File: config.mk
export PLATFORM = sky130hd
export DESIGN_NAME = pc_sequencer
export DESIGN_NICKNAME = d
export VERILOG_FILES = /design/src/rtl/pc_sequencer.sv
export SDC_FILE = /design/constraint.sdc
export NUM_CORES = 1
export LEC_CHECK = 0
export ABC_AREA = 1
export BUFFER_PORTS_ARGS = -buffer_cell sky130_fd_sc_hd__buf_2
export CORE_MARGIN = 2
export CORE_UTILIZATION = 61
export CTS_BUF_LIST = sky130_fd_sc_hd__clkbuf_4
export CTS_CLUSTER_DIAMETER = 60
export DETAILED_ROUTE_END_ITERATION = 10
export PLACE_DENSITY = 0.85
export SLEW_MARGIN = 20
export SYNTH_ARGS = -nofsm -noshare
export SYNTH_HDL_FRONTEND = slang
export SYNTH_SLANG_ARGS = --single-unit
File: constraint.sdc
create_clock -name clk -period 4 [get_ports clk]
set_clock_uncertainty 0.1 [all_clocks]
set_input_delay 0.6 -clock clk [delete_from_list [all_inputs] [get_ports clk]]
set_output_delay 0.6 -clock clk [all_outputs]
set_load 0.05 [all_outputs]
File: src/rtl/pc_sequencer.sv
// Program counter stage behind the relative-jump LUT: increment, relative jump, absolute load, with IDLE/RUN/DONE run control.
// Latency: a PC update decided in cycle N is visible on prog_ctr in cycle N+1; done rises one cycle after halt.
// Backpressure: stall holds the PC for one RUN cycle (cycle_cnt still advances); there is no upstream ready.
//
// Ports:
//   clk, reset        - clock, synchronous active-high reset
//   start             - launch execution from address 0 (ignored while running)
//   stall             - hold PC this cycle while running
//   reljump_en        - PC <= PC + signed target
//   absjump_en        - PC <= target (wins over reljump_en)
//   halt              - stop; enter DONE with PC frozen
//   target            - jump operand (signed offset or absolute address)
//   prog_ctr          - registered program counter
//   instr_valid       - high while running (decoded from state)
//   done              - registered, held until next start or reset
//   cycle_cnt         - saturating count of RUN cycles since last start
module pc_sequencer #(
   parameter int D  = 12,
   parameter int CW = 16
) (
   input  logic          clk,
   input  logic          reset,
   input  logic          start,
   input  logic          stall,
   input  logic          reljump_en,
   input  logic          absjump_en,
   input  logic          halt,
   input  logic [D-1:0]  target,
   output logic [D-1:0]  prog_ctr,
   output logic          instr_valid,
   output logic          done,
   output logic [CW-1:0] cycle_cnt
);

   typedef enum logic [1:0] {
      S_IDLE = 2'd0,
      S_RUN  = 2'd1,
      S_DONE = 2'd2
   } state_t;

   state_t        state_q, state_d;
   logic [D-1:0]  pc_q, pc_d;
   logic [CW-1:0] cnt_q, cnt_d;
   logic          done_q, done_d;

   always_ff @(posedge clk) begin
      if (reset) begin
         state_q <= S_IDLE;
         pc_q    <= '0;
         cnt_q   <= '0;
         done_q  <= 1'b0;
      end else begin
         state_q <= state_d;
         pc_q    <= pc_d;
         cnt_q   <= cnt_d;
         done_q  <= done_d;
      end
   end

   always_comb begin
      state_d = state_q;
      pc_d    = pc_q;
      cnt_d   = cnt_q;
      done_d  = done_q;
      unique case (state_q)
         S_IDLE: begin
            pc_d   = '0;
            done_d = 1'b0;
            if (start) begin
               state_d = S_RUN;
               cnt_d   = '0;
            end
         end
         S_RUN: begin
            // Counts every RUN edge, including stalls and the halting edge.
            if (cnt_q != {CW{1'b1}}) begin
               cnt_d = cnt_q + CW'(1);
            end
            if (halt) begin
               state_d = S_DONE;
               done_d  = 1'b1;
            end else if (stall) begin
               pc_d = pc_q;
            end else if (absjump_en) begin
               pc_d = target;
            end else if (reljump_en) begin
               // D-bit add: two's-complement offset wraps silently both ways.
               pc_d = pc_q + target;
            end else begin
               pc_d = pc_q + D'(1);
            end
         end
         S_DONE: begin
            if (start) begin
               state_d = S_RUN;
               pc_d    = '0;
               cnt_d   = '0;
               done_d  = 1'b0;
            end
         end
         default: begin
            state_d = S_IDLE;
            pc_d    = '0;
            cnt_d   = '0;
            done_d  = 1'b0;
         end
      endcase
   end

   assign prog_ctr    = pc_q;
   assign cycle_cnt   = cnt_q;
   assign done        = done_q;
   assign instr_valid = (state_q == S_RUN);

endmodule

==> results by group, run 1 <==
Die
  – Die width: 66.6 um
  – Chip height: 66.6 um
  – Core ar.: 3720 sq um
  – Initial core utilization: 0.643
  – Row count: 22
  – IO Pins: 49
  – Die area: 4440 sq um

Power
  – LEAKAGE: 1.34 nW
  – Max VDD drop: 295 uV
  – Pwr dens: 259 nW/um^2

Global routing
  – Antenna violations before repair: 0
  – First-pass GRT wire length: 10.2 mm
  – Largest net degree at the start of global routing: 28
  – Remaining global-route overflow: 0
  – Vias in the first global route: 2299
  – GR Util All Layers: 0.296

Drt
  – Initial DRC Count: 231
  – Vias per std cell: 5.38
  – Routed WL: 6.19 mm
  – Pre-antenna DRT Iters: 5
  – Drt drc: 0
  – Antenna viol nets, final: 0
  – Vias: 2660
  – DR WL/cell: 12.5 um

Timing
  – Final Cycle Share: 0.548
  – Slew Viols, Final: 0
  – Fin Setup TNS: 0 ps
  – RSZ-0062 raised after global routing: false
  – Hold_ws: 383 ps
  – Fin. Hold Viols: 0
  – Finish-stage setup viols: 0
  – Worst-Margin Slew: 695 ps
  – Slew HR: 0.537
  – Fmax: 456 MHz
  – Final min period: 2190 ps

Clock network
  – Clock Sinks: 31
  – H-tree Lvls: 2
  – CTS Buffer Depth: 2
  – Cts hold-fix bufs: 0
  – CTS tree: done
  – Setup bufs post-CTS: 0
  – Worst-skew pair later-pin latency: 360 ps
  – Post_cts resized: 0
  – Clk root buf: clkbuf_4
  – TritonCTS Buffers: 5
  – CTS clk-pin slew, worst paths: 120 ps

Synthesis
  – Distinct cell type count after synthesis: 32
  – Seq/Total Area, Yosys: 0.260
  – Main synth FF type: dfxtp_1
  – Top cells by area, synth: dfxtp_1 (26%), nand2_1 (19%), nor2_1 (9.7%)
  – Fraction of registers with async set or reset after synthesis: 0
  – Synth area leader: dfxtp_1
  – Syn avg cell area: 6.01 sq um
  – Number of synthesized flops with an enable pin: 0
  – Top-area cell type share of the netlist area: 0.260
  – Synth Warn #: 0
  – Gate Count Post-Synth: 398
  – Mapped Nets: 430
  – Top cells by count, synth: nand2_1 (119), nor2_1 (62), inv_1 (50)
  – Mapped Area: 2390 sq um
  – Count of state elements after synthesis: 31
  – Most common cell in the netlist: nand2_1

Worst setup path
  – Crit path kind: in2reg
  – Crit-path slowest cell: fa_1
  – Reg-to-reg slack, setup: 1910 ps
  – Arrival time worst endpoint: 2390 ps
  – Reg2Reg Capture Point: prog_ctr[1]
  – Reg-to-reg startpoint: state_q[0]
  – CP max stage delay: 400 ps
  – CP Capture Type: register
  – Crit path cell chain: buf_2 -> nand2_1 -> ha_1 -> inv_1 -> fa_1 -> inv_1 -> nand3_1 -> nand3_1 -> nand2_1 -> a21o_1 -> nand3_1 -> nand2_1 -> a21oi_1
  – Startpoint Class: primary input
  – Critical path peak fanout: 12
  – Worst reg2reg path depth: 6
  – WP data required: 4190 ps

Layout
  – # fillers: 326
  – Proportion of layout cells with a drive suffix above 1: 0.168
  – Area delta synth->final: 14.3%
  – Register area: 621 sq um
  – Antenna diodes: 0
  – Area of the multi-input gates: 1530 sq um
  – Final #Nets: 477

Placed design
  – HPWL after DPL: 4.50 mm
  – # port buffers: 48
  – Routability cong.: 0.911

Min path
  – Hold Crit Depth: 2
  – Worst hold path startpoint: prog_ctr[0]
  – Worst Hold End: prog_ctr[0]
  – Hold crit path type: reg2reg

Run status
  – Run status: finished, final reports clean

Flow run
  – Max-cap check violation count: 0
==> per-stage QoR <==
step                      utilization  std cells  area [sq um]  power [mW]  worst slack [ps]
after floorplan                     -        398          2390       0.425              1680
after global placement          0.714        486          2650       0.458              1550
after detailed placement        0.714        486          2650       0.460              1490
after CTS                       0.734        494          2730       0.705              1610
after global routing            0.735        494          2730       0.735              1660
final                           0.735        494          2730       0.708              1810
==> per-layer routing <==
layer  up-vias  share of wire  GRT usage
met5         -              0          0
met4         0          0.019     0.0918
met1      1164           0.46      0.414
met2       136           0.43      0.464
met3        13          0.088     0.0473
li1       1347              -          -
==> worst max path at each step <==
| stage | start | cells past startpoint | endpoint |
|---|---|---|---|
| floorplan | reljump_en | 13 | prog_ctr[8] |
| global placement | reljump_en | 13 | prog_ctr[8] |
| detailed placement | reljump_en | 13 | prog_ctr[8] |
| CTS | state_q[0] | 6 | prog_ctr[1] |
| global route | reljump_en | 13 | prog_ctr[8] |
| finish | reljump_en | 13 | prog_ctr[8] |
==> power breakdown <==
| group | switching [mW] | total (mW) | leakage, nW | internal, mW |
|---|---|---|---|---|
| clock | 0.123 | 0.251 | 0.0426 | 0.128 |
| combinational | 0.0972 | 0.136 | 1.05 | 0.0388 |
| sequential | 0.00604 | 0.321 | 0.251 | 0.315 |
| total | 0.226 | 0.708 | 1.34 | 0.483 |
==> worst max-delay path, delay by kind of cell <==
kind	cells	cell delay (ps)
AOI/OAI and AO/OA	2	310
adders and majority gates	2	590
buffers and inverters	3	360
and+or+nand+nor	6	530
==> flip-flops by register name, summed over array words and instances, names as in the netlist <==
name       flops
cycle_cnt     16
prog_ctr      12
state_q        2
done           1
==> layout by cell type, fill, tap and decap left out <==
cell / Yosys / routed
ha_1: 12 / 12
buf_2: 1 / 48
fa_1: 1 / 1
nor2_1: 62 / 62
nand2_1: 119 / 119
nand4_1: 6 / 6
a21o_1: 2 / 2
dfxtp_1: 31 / 31
o21ai_2: 0 / 1
nor2_2: 1 / 1
inv_2: 4 / 4
xnor2_1: 4 / 4
inv_1: 50 / 50
nor3_1: 4 / 4
clkbuf_4: 0 / 5
a211oi_1: 1 / 1
bufinv_16: 0 / 1
and2_4: 1 / 1
nand3_2: 1 / 1
nor3_2: 2 / 2
clkinv_2: 0 / 1
nand2_4: 1 / 1
xor2_1: 6 / 6
nor2_4: 1 / 1
nand3_4: 1 / 1
or2_2: 2 / 2
a21oi_1: 28 / 28
clkinv_1: 1 / 2
a21oi_2: 4 / 4
a21boi_1: 1 / 1
nand3_1: 32 / 32
nor4_2: 1 / 1
o21ai_0: 10 / 10
==> final cells by class <==
cell class                 instances  area share
inverter                          55      0.0755
multi-input combinational        304       0.560
clock buffer                       5      0.0137
clock inverter                     3      0.0142
sequential                        31       0.227
tap                               48      0.0220
timing repair buffer              48      0.0879
==> logic make-up (layout without fill, tap and decap cells) <==
group           after synthesis  in the layout  share of synthesized area
simple gates                234            234                      0.421
compound gates               47             47                      0.109
buf+inv                      63            111                      0.103
fa+ha+maj                    13             13                     0.0712
xor+xnor                     10             10                     0.0366
flops                        31             31                      0.260
(Power assumes the default switching activity.)
==> inputs of run 2 (changes only) <==
--- a/config.mk
+++ b/config.mk
@@ -8,11 +8,11 @@
 export ABC_AREA = 1
 export BUFFER_PORTS_ARGS = -buffer_cell sky130_fd_sc_hd__buf_2
 export CORE_MARGIN = 2
-export CORE_UTILIZATION = 61
+export CORE_UTILIZATION = 52
 export CTS_BUF_LIST = sky130_fd_sc_hd__clkbuf_4
 export CTS_CLUSTER_DIAMETER = 60
 export DETAILED_ROUTE_END_ITERATION = 10
-export PLACE_DENSITY = 0.85
+export PLACE_DENSITY = 0.77
 export SLEW_MARGIN = 20
 export SYNTH_ARGS = -nofsm -noshare
 export SYNTH_HDL_FRONTEND = slang
==> constraint.sdc (replaced) <==
create_clock -name clk -period 1.9 [get_ports clk]
set_clock_uncertainty 0.1 [all_clocks]
set_input_delay 0.285 -clock clk [delete_from_list [all_inputs] [get_ports clk]]
set_output_delay 0.285 -clock clk [all_outputs]
set_load 0.05 [all_outputs]
==> results by group, run 2 (synthesis results as in run 1) <==
Run status
  – Run status: finished, final reports clean

Placed design
  – Placed cells: 508 (+4.5%)
  – HPWL after DPL: 4.82 mm (+7.1%)
  – # port buffers: 48 (unchanged)
  – Routability cong.: 0.937 (+2.8%)
  – Post-Place Setup Slack: -87.4 ps (-1580 ps)
  – Placed Instance Area: 2810 sq um (+6.0%)

Worst setup path
  – Crit path kind: reg2out
  – Startpoint Class: register
  – CP Capture Type: output port
  – Critical path peak fanout: 13 (+1)
  – Crit path cell chain: inv_2 -> nor2_4 -> buf_2
  – WP data required: 1510 ps (-2680 ps)
  – Arrival time worst endpoint: 1420 ps (-970 ps)
  – CP max stage delay: 350 ps (-50 ps)
  – Crit-path slowest cell: dfxtp_1

Drt
  – Pre-antenna DRT Iters: 5 (unchanged)
  – Routed WL: 6.48 mm (+4.8%)
  – Vias: 2729 (+2.6%)
  – Vias per std cell: 5.27 (-2.2%)
  – Drt drc: 0 (unchanged)
  – Met3 WL: 513 um (-5.9%)
  – Metal-1 WL: 3.04 mm (+6.9%)
  – Initial DRC Count: 146 (-37%)
  – DR WL/cell: 12.5 um (about the same)
  – Top Metal Used: met4
  – Metal2 WL: 2.84 mm (+6.0%)
  – Antenna viol nets, final: 0 (unchanged)

Clock network
  – Clk root buf: clkbuf_4
  – Worst-skew pair later-pin latency: 350 ps (about the same)
  – CTS Buffer Depth: 2 (unchanged)
  – CTS clk-pin slew, worst paths: 100 ps (-20 ps)
  – TritonCTS Buffers: 5 (unchanged)
  – H-tree Lvls: 2 (unchanged)
  – CTS tree: done
  – Clock Sinks: 31 (unchanged)

Power
  – Sw power: 0.490 mW (+120%)
  – LEAKAGE: 1.46 nW (+8.7%)
  – Clk network pwr share: 0.346 (-0.008)
  – Int Power: 1.05 mW (+120%)
  – Seq pwr share: 0.441 (-0.013)
  – Overall power: 1.54 mW (+120%)
  – Combinational Power Share: 0.213 (+0.021)
  – Pwr dens: 520 nW/um^2 (+100%)
  – Max VDD drop: 358 uV (+21%)
  – Switch share: 0.319 (about the same)

Timing
  – Finish-stage setup viols: 0 (unchanged)
  – Fin. Hold Viols: 0 (unchanged)
  – Slew HR: 0.671 (+0.134)
  – Worst setup margin: 92.6 ps (-1720 ps)
  – Hold_ws: 125 ps (-258 ps)
  – Fmax: 553 MHz
  – Final Cycle Share: 0.951
  – Final min period: 1810 ps
  – Slew Viols, Final: 0 (unchanged)
  – RSZ-0062 raised after global routing: true
  – Worst-Margin Slew: 489 ps (-205 ps)

Die
  – Chip height: 71.8 um (+7.8%)
  – Core ar.: 4380 sq um (+18%)
  – Die width: 71.8 um (+7.8%)
  – Initial core utilization: 0.545 (-0.0981)
  – IO Pins: 49 (unchanged)
  – Row count: 24 (+9.1%)
  – Die area: 5160 sq um (+16%)

Global routing
  – Remaining global-route overflow: 0 (unchanged)
  – Antenna violations before repair: 0 (unchanged)
  – GR Util All Layers: 0.261 (-0.0349)
  – Largest net degree at the start of global routing: 16 (-43%)
  – First-pass GRT wire length: 10.8 mm (+5.8%)
  – Vias in the first global route: 2416 (+5.1%)

Layout
  – Max reg flops: 16 (unchanged)
  – Most frequent cells in the layout: nand2_1 (117), nor2_1 (62), inv_1 (48), buf_2 (48), nand3_1 (28)
  – Proportion of layout cells with a drive suffix above 1: 0.242 (+0.0743)
  – Fin area: 2960 sq um (+8.2%)
  – Antenna diodes: 0 (unchanged)
  – Commonest non-fill, non-tap cell in the layout: nand2_1
  – Final #Nets: 497 (+4.2%)
  – Area delta synth->final: 23.7%
  – Finished Layout Cells: 518 (+4.9%)

Flow run
  – Max-cap check violation count: 0 (unchanged)

Min path
  – Hold crit path type: in2reg
[run 2: path summary, 6_finish.rpt]
| kind | startpoint | endpoint | slack (ps) | cells after the start |
|---|---|---|---|---|
| min | halt | state_q[0] | 120 | 4 |
| min reg2reg | prog_ctr[4] | prog_ctr[4] | 390 | 2 |
| max reg2reg | prog_ctr[0] | prog_ctr[8] | 90 | 11 |
| max | state_q[0] | instr_valid | 90 | 3 |
[run 2: timing repair]
action,CTS,global route
resized for setup,0,13
buffers inserted,0,2
endpoints found under the setup margin,0,14
hold buffers,0,0
[run 2: power groups by stage]
stage | Clock, mW | Combinational, mW | Sequential (mW)
5_1_grt | 0.561 | 0.358 | 0.680
3_5_place_dp | 0 | 0.309 | 0.692
4_1_cts | 0.539 | 0.311 | 0.677
6_report | 0.532 | 0.328 | 0.678
2_1_floorplan | 0 | 0.167 | 0.731
3_3_place_gp | 0 | 0.306 | 0.691
[run 2: through the flow]
| stage | utilization | setup TNS (ps) |
|---|---|---|
| 2_1_floorplan | - | 0 |
| 3_3_place_gp | 0.641 | -11.0 |
| 3_5_place_dp | 0.641 | -156 |
| 4_1_cts | 0.659 | 0 |
| 5_1_grt | 0.674 | -31.7 |
| 6_report | 0.674 | 0 |
[run 2: layer usage]
metal	vias to the layer above	global-route usage
met4	0	0.105
li1	1397	-
met3	8	0.0408
met2	109	0.405
met5	-	0
met1	1215	0.362
[run 2: area by class of cell]
class | instances | area, sq um
Fill cell | 401 | 1430
Multi-Input combinational cell | 304 | 1590
Timing Repair Buffer | 68 | 390
Inverter | 55 | 206
Clock buffer | 5 | 37.5
Clock inverter | 3 | 38.8
Sequential cell | 31 | 632
Tap cell | 52 | 65.1
[run 2: critical path: cells and delay by family, from the launching register on]
family | cells | cell delay, ps
buf+inv | 2 | 400
flops | 1 | 350
simple gates | 1 | 310
